--- src/rtl/sram_port_arbiter.sv ---
`timescale 1ns/1ps
// -----------------------------------------------------------------------------
// sram_port_arbiter
// Shares one single-port SRAM between three requesters (0 Wishbone, 1 mmul,
// 2 mconv) with round-robin arbitration. Each access takes four cycles:
// IDLE (grant) -> ISSUE (SRAM enable) -> RESP (capture read data) -> DONE.
// All outputs are registered.
//
// Ports:
//   clk          rising-edge clock
//   reset_n      asynchronous active-low reset
//   req[2:0]     access request per requester
//   we[2:0]      per requester: 1 write, 0 read
//   addr[95:0]   packed {addr2,addr1,addr0}, 32-bit word addresses
//   wdata[95:0]  packed {wdata2,wdata1,wdata0}
//   rdata        read data of the last completed read
//   done[2:0]    one-cycle completion pulse, one-hot to the served requester
//   err          address-range error flag, valid with done
//   busy         high in any state other than IDLE
//   gnt_id       index of the requester being served
//   sram_en      SRAM enable
//   sram_we      SRAM byte write enables
//   sram_addr    SRAM word address
//   sram_data_i  SRAM write data
//   sram_data_o  SRAM read data, valid the cycle after the enable cycle
// -----------------------------------------------------------------------------
module sram_port_arbiter #(
   parameter int AWIDTH = 9
) (
   input  logic              clk,
   input  logic              reset_n,
   input  logic [2:0]        req,
   input  logic [2:0]        we,
   input  logic [95:0]       addr,
   input  logic [95:0]       wdata,
   output logic [31:0]       rdata,
   output logic [2:0]        done,
   output logic              err,
   output logic              busy,
   output logic [1:0]        gnt_id,
   output logic              sram_en,
   output logic [3:0]        sram_we,
   output logic [AWIDTH-1:0] sram_addr,
   output logic [31:0]       sram_data_i,
   input  logic [31:0]       sram_data_o
);

   typedef enum logic [1:0] {
      ST_IDLE  = 2'd0,
      ST_ISSUE = 2'd1,
      ST_RESP  = 2'd2,
      ST_DONE  = 2'd3
   } state_t;

   state_t            state_r, state_s;
   logic [1:0]        last_r, last_s;
   logic              we_lat_r, we_lat_s;
   logic              err_lat_r, err_lat_s;

   logic [31:0]       rdata_s;
   logic [2:0]        done_s;
   logic              err_s;
   logic              busy_s;
   logic [1:0]        gnt_s;
   logic              sram_en_s;
   logic [3:0]        sram_we_s;
   logic [AWIDTH-1:0] sram_addr_s;
   logic [31:0]       sram_data_s;

   logic [1:0]        win_s;
   logic [31:0]       sel_addr_s;
   logic [31:0]       sel_wdata_s;
   logic              sel_we_s;
   logic              range_err_s;

   // Round-robin pick: search starts one past the last granted requester.
   function automatic logic [1:0] rr_pick(input logic [2:0] r, input logic [1:0] last);
      logic [1:0] c0;
      logic [1:0] c1;
      logic [1:0] c2;
      logic [1:0] pick;
      case (last)
         2'd0:    begin c0 = 2'd1; c1 = 2'd2; c2 = 2'd0; end
         2'd1:    begin c0 = 2'd2; c1 = 2'd0; c2 = 2'd1; end
         default: begin c0 = 2'd0; c1 = 2'd1; c2 = 2'd2; end
      endcase
      if (r[c0]) begin
         pick = c0;
      end else if (r[c1]) begin
         pick = c1;
      end else begin
         pick = c2;
      end
      return pick;
   endfunction

   // Winner selection and the winner's request fields.
   always_comb begin
      win_s       = rr_pick(req, last_r);
      sel_addr_s  = addr[{win_s, 5'b00000} +: 32];
      sel_wdata_s = wdata[{win_s, 5'b00000} +: 32];
      sel_we_s    = we[win_s];
      // Any address bit above the SRAM width marks the access as out of range.
      range_err_s = (sel_addr_s >> AWIDTH) != 32'd0;
   end

   // Next-state and next-output logic; outputs are computed one cycle ahead
   // so that they are registered in the cycle of the state they belong to.
   always_comb begin
      state_s     = state_r;
      last_s      = last_r;
      we_lat_s    = we_lat_r;
      err_lat_s   = err_lat_r;
      rdata_s     = rdata;
      done_s      = 3'b000;
      err_s       = 1'b0;
      busy_s      = busy;
      gnt_s       = gnt_id;
      sram_en_s   = 1'b0;
      sram_we_s   = 4'b0000;
      sram_addr_s = sram_addr;
      sram_data_s = sram_data_i;
      case (state_r)
         ST_IDLE: begin
            if (req != 3'b000) begin
               state_s     = ST_ISSUE;
               last_s      = win_s;
               gnt_s       = win_s;
               we_lat_s    = sel_we_s;
               err_lat_s   = range_err_s;
               busy_s      = 1'b1;
               sram_en_s   = !range_err_s;
               sram_we_s   = (sel_we_s && !range_err_s) ? 4'b1111 : 4'b0000;
               sram_addr_s = sel_addr_s[AWIDTH-1:0];
               if (sel_we_s) begin
                  sram_data_s = sel_wdata_s;
               end else begin
                  sram_data_s = sram_data_i;
               end
            end else begin
               state_s = ST_IDLE;
            end
         end
         ST_ISSUE: begin
            state_s = ST_RESP;
         end
         ST_RESP: begin
            state_s = ST_DONE;
            done_s  = 3'b001 << gnt_id;
            err_s   = err_lat_r;
            if (we_lat_r) begin
               rdata_s = rdata;
            end else if (err_lat_r) begin
               rdata_s = 32'd0;
            end else begin
               rdata_s = sram_data_o;
            end
         end
         ST_DONE: begin
            state_s = ST_IDLE;
            busy_s  = 1'b0;
         end
         default: begin
            state_s = ST_IDLE;
            busy_s  = 1'b0;
         end
      endcase
   end

   // State, arbitration history and output registers.
   always_ff @(posedge clk or negedge reset_n) begin
      if (!reset_n) begin
         state_r     <= ST_IDLE;
         last_r      <= 2'd2;
         we_lat_r    <= 1'b0;
         err_lat_r   <= 1'b0;
         rdata       <= 32'd0;
         done        <= 3'b000;
         err         <= 1'b0;
         busy        <= 1'b0;
         gnt_id      <= 2'd0;
         sram_en     <= 1'b0;
         sram_we     <= 4'b0000;
         sram_addr   <= '0;
         sram_data_i <= 32'd0;
      end else begin
         state_r     <= state_s;
         last_r      <= last_s;
         we_lat_r    <= we_lat_s;
         err_lat_r   <= err_lat_s;
         rdata       <= rdata_s;
         done        <= done_s;
         err         <= err_s;
         busy        <= busy_s;
         gnt_id      <= gnt_s;
         sram_en     <= sram_en_s;
         sram_we     <= sram_we_s;
         sram_addr   <= sram_addr_s;
         sram_data_i <= sram_data_s;
      end
   end

endmodule

--- config.mk ---
export PLATFORM = sky130hd
export DESIGN_NAME = sram_port_arbiter
export DESIGN_NICKNAME = d
export VERILOG_FILES = /design/src/rtl/sram_port_arbiter.sv
export SDC_FILE = /design/constraint.sdc
export NUM_CORES = 1
export LEC_CHECK = 0
export CAP_MARGIN = 20
export CELL_PAD_IN_SITES_DETAIL_PLACEMENT = 1
export CELL_PAD_IN_SITES_GLOBAL_PLACEMENT = 2
export CORE_ASPECT_RATIO = 1.1
export CORE_UTILIZATION = 19
export DETAILED_ROUTE_END_ITERATION = 6
export GPL_ROUTABILITY_DRIVEN = 0
export HOLD_SLACK_MARGIN = 0.05
export PLACE_DENSITY_LB_ADDON = 0.1
export SLEW_MARGIN = 20
export SYNTH_ARGS = -nofsm -noshare
export SYNTH_HDL_FRONTEND = slang
export SYNTH_SLANG_ARGS = --single-unit
export TNS_END_PERCENT = 30
--- constraint.sdc ---
create_clock -name clk -period 2.8 [get_ports clk]
set_input_delay 0.56 -clock clk [delete_from_list [all_inputs] [get_ports clk]]
set_output_delay 0.56 -clock clk [all_outputs]
set_load 0.05 [all_outputs]
==> results.md <==
* Status: finished clean
* Dpl hpwl at between 15000 and 20000 um
* Final max-slew violation count at 0
* Endpoints failing hold at 0
* Int Pwr at around 4.7 mW
* Startpoint types: primary input
* Vias/cell at ~4.3
* Area Overhead vs Synth at 86.77%
* Yosys reg bits at 87
* Register area share after synthesis at between 40% and 50%
* Clock Latency Late Sink at about 0.35 ns
* Post-Syn Area at 4491 sq um
* CP startpoint: req[0]
* Final setup viols at 0
* CP Class: in2reg
* CTS root buffer: clkbuf_16
* Critical path arrival at 2.70 ns
* Area share of the largest cell type after synthesis at a little under half
* Max-Cap Viols at 0
* Synth Area per Inst at just under 10 sq um
* Net Count, Synth at between 600 and 700
* Layout cell share with drive strength beyond 1 at under 10%
* Worst-margin pin slew at approximately 0.91 ns
* Setup Skew at 0.005995 ns
* Post-route DRC violation count at 0
* CTS resizes at 0
* Antenna violations before repair at 1
* Combinational share of power at between 50% and 60%
* Placed inst area at about 8000 sq um
* Vias at between 4000 and 5000
* Worst path required time at 3.03 ns
* RR Startpoint: last_r[1]
* Minimum clock period at between 2 and 2.5 ns
* P_leak at between 3 and 4 nW
* RSZ-0062 raised after global routing: false
* IO Pins at approximately 320
* Post-detailed-routing wire length at 20220 um
* Site Rows at 58
* Largest cells by area after synthesis: dfrtp_1 48%, mux2i_1 9.1%, mux2_1 7.3%, a21oi_1 4.9%, nand2b_1 4.7%
* Die width at around 150 um
* Total core area at between 20000 and 25000 sq um
* Initial Util at 19.52%
* WL/cell at ~19 um
* Worst R2R Setup Slack at 0.60 ns
* Post-CTS setup buffers at 0
* # fillers at around 2600
* Post-synth cell types at 35
* Hold/Removal Path Class: in2async
* Synth Instances at between 400 and 500
* Area leader, netlist: dfrtp_1
* Ys Warns at 0
* Psw at roughly 4 mW
* CTS tree: yes
* Clock power frac at approximately 16%
* Port buffer count at about 320
* Pwr Total at between 8 and 9 mW
* Hold Buf Count CTS at 0
* CTS Buffer Depth at 2
* Die Y at 163.2 um
* Pwr per Cell Area at ~1000 nW/um^2
* Clock sink count at 87
* Clk slew on worst S/H paths at about 0.070 ns
* Final worst-path cycle share at between 80 and 90%
* Total track usage at between 15 and 20%
* Maximum vdd ir drop at ~0.00041 V
* Net Sw Frac at 46.51%
* First-pass GRT wire length at around 30000 um
* Total grt overflow at 0
* DR iter-0 viols at ~130
* Antenna cells at 0
* Die area at between 20000 and 25000 sq um
* Post-DRT Antenna Nets at 0
* Inserted Clock Buffers at 9
* Achievable frequency at 404.0 MHz
* Largest net degree at the start of global routing at 65
* Pre-Repair DR Iteration Count at 4
* Flop pwr share at 24.4%
* H-tree levels at 3
* Vias in the first global route at roughly 5000
* Worst Setup End Kind: flop
* CP max FO at 24
* Relative slew slack at 39.61%
* Design area at 8387 sq um
* # nets final at 993
==> layout by cell type, fill, tap and decap left out, types with 2 or more instances in the layout <==
master,Yosys,final
o21ai_0,42,42
a21o_1,10,10
nor2_1,39,39
ha_1,3,3
nand2b_1,34,33
mux2i_1,41,41
nand4_1,3,3
buf_4,5,8
clkinvlp_4,0,2
inv_1,5,5
mux2_2,3,3
buf_12,0,6
clkdlybuf4s50_1,0,315
o22ai_1,2,2
clkbuf_16,0,9
nor4_1,16,16
and2_1,2,2
nor3_1,6,5
bufinv_16,0,3
dfrtp_1,86,86
a21oi_1,44,44
mux2_1,29,29
nor3b_1,2,2
nand2_1,38,38
==> per-stage QoR <==
stage	worst slack (ns)	util [%]	instances	TNS [ns]	hold WS, ns
2_1_floorplan	0.5869	-	452	0	0.2644
3_3_place_gp	-0.0004334	34.92	1047	-0.0004334	0.4634
3_5_place_dp	-0.08269	34.92	1047	-1.277	0.4654
4_1_cts	0.2702	36.44	1063	0	0.2025
5_1_grt	0.1610	36.46	1063	0	0.2312
6_report	0.3245	36.46	1063	0	0.1898
==> area by class of cell <==
type	count	area, sq um	share of cell area (%)
clock inverter	5	105.1	1.253
timing repair buffer	329	3333	39.74
multi-input combinational	326	2133	25.44
clock buffer	11	242.7	2.894
sequential	87	2178	25.97
tap	300	375.4	4.476
inverter	5	18.77	0.2238
==> path summary, 6_finish.rpt <==
kind	endpoint	depth (start not counted)
max reg2reg	sram_data_i[13]	7
max in group asynchronous	last_r[1]	2
min in group clk	sram_addr[0]	1
min	sram_data_i[20]	1
max	sram_data_i[13]	8
min reg2reg	sram_addr[0]	1
==> flip-flops by register name, summed over array words and instances, names as in the netlist <==
signal / cells
sram_we: 1
err_lat_r: 1
err: 1
we_lat_r: 1
sram_en: 1
gnt_id: 2
busy: 1
rdata: 32
sram_data_i: 32
last_r: 1
sram_addr: 9
state_r: 2
done: 3
==> layer usage <==
| metal | part of all wire, % | vias up | wire length (um) | GRT usage (%) |
|---|---|---|---|---|
| li1 | - | 2184 | - | - |
| met1 | 38 | 2164 | 7702 | 17.96 |
| met2 | 54 | 170 | 10830 | 31.82 |
| met3 | 6.6 | 17 | 1339 | 3.687 |
| met4 | 1.6 | 2 | 333 | 5.717 |
| met5 | 0.064 | - | 13 | 0 |
==> power by group through the flow <==
stage	registers [mW]	clock network (mW)	logic, mW
2_1_floorplan	3.78	0	1.62
3_3_place_gp	2.16	0	5.18
3_5_place_dp	2.18	0	5.28
4_1_cts	2.16	1.49	5.30
5_1_grt	2.24	1.53	5.54
6_report	2.14	1.44	5.19
==> logic make-up after synthesis <==
kind of cell,Yosys count,share of synthesized area [%]
AND/OR/NAND/NOR,147,16.80
AO/OA/AOI/OAI,103,12.40
flip-flops,87,48.51
multiplexers,73,17.16
buffers and inverters,39,4.291
adder cells (fa/ha/maj),3,0.8360
==> critical path, stage by stage <==
cell,delay [ns]
clkdlybuf4s50_1,0.49
and3b_1,0.20
nor3_2,0.29
buf_4,0.30
buf_12,0.24
mux2i_1,0.21
a21oi_1,0.08
mux2_1,0.30
==> synthesized netlist by cell type <==
cell and number:
a21o_1 10, a21oi_1 44, and2_1 2, and3b_1 1, buf_2 4, buf_4 5
buf_6 3, clkbuf_1 22, dfrtp_1 86, dfstp_2 1, ha_1 3, inv_1 5
mux2_1 29, mux2_2 3, mux2i_1 41, nand2_1 38, nand2b_1 34, nand4_1 3
nor2_1 39, nor2b_1 1, nor3_1 6, nor3b_1 2, nor3b_2 1, nor4_1 16
nor4_4 1, nor4b_2 1, o211ai_1 1, o21a_1 1, o21ai_0 42, o21bai_1 1
o22a_1 1, o22ai_1 2, o31ai_1 1, or2_2 1, or3_1 1
Note: power is estimated with default switching activity, not from simulation.
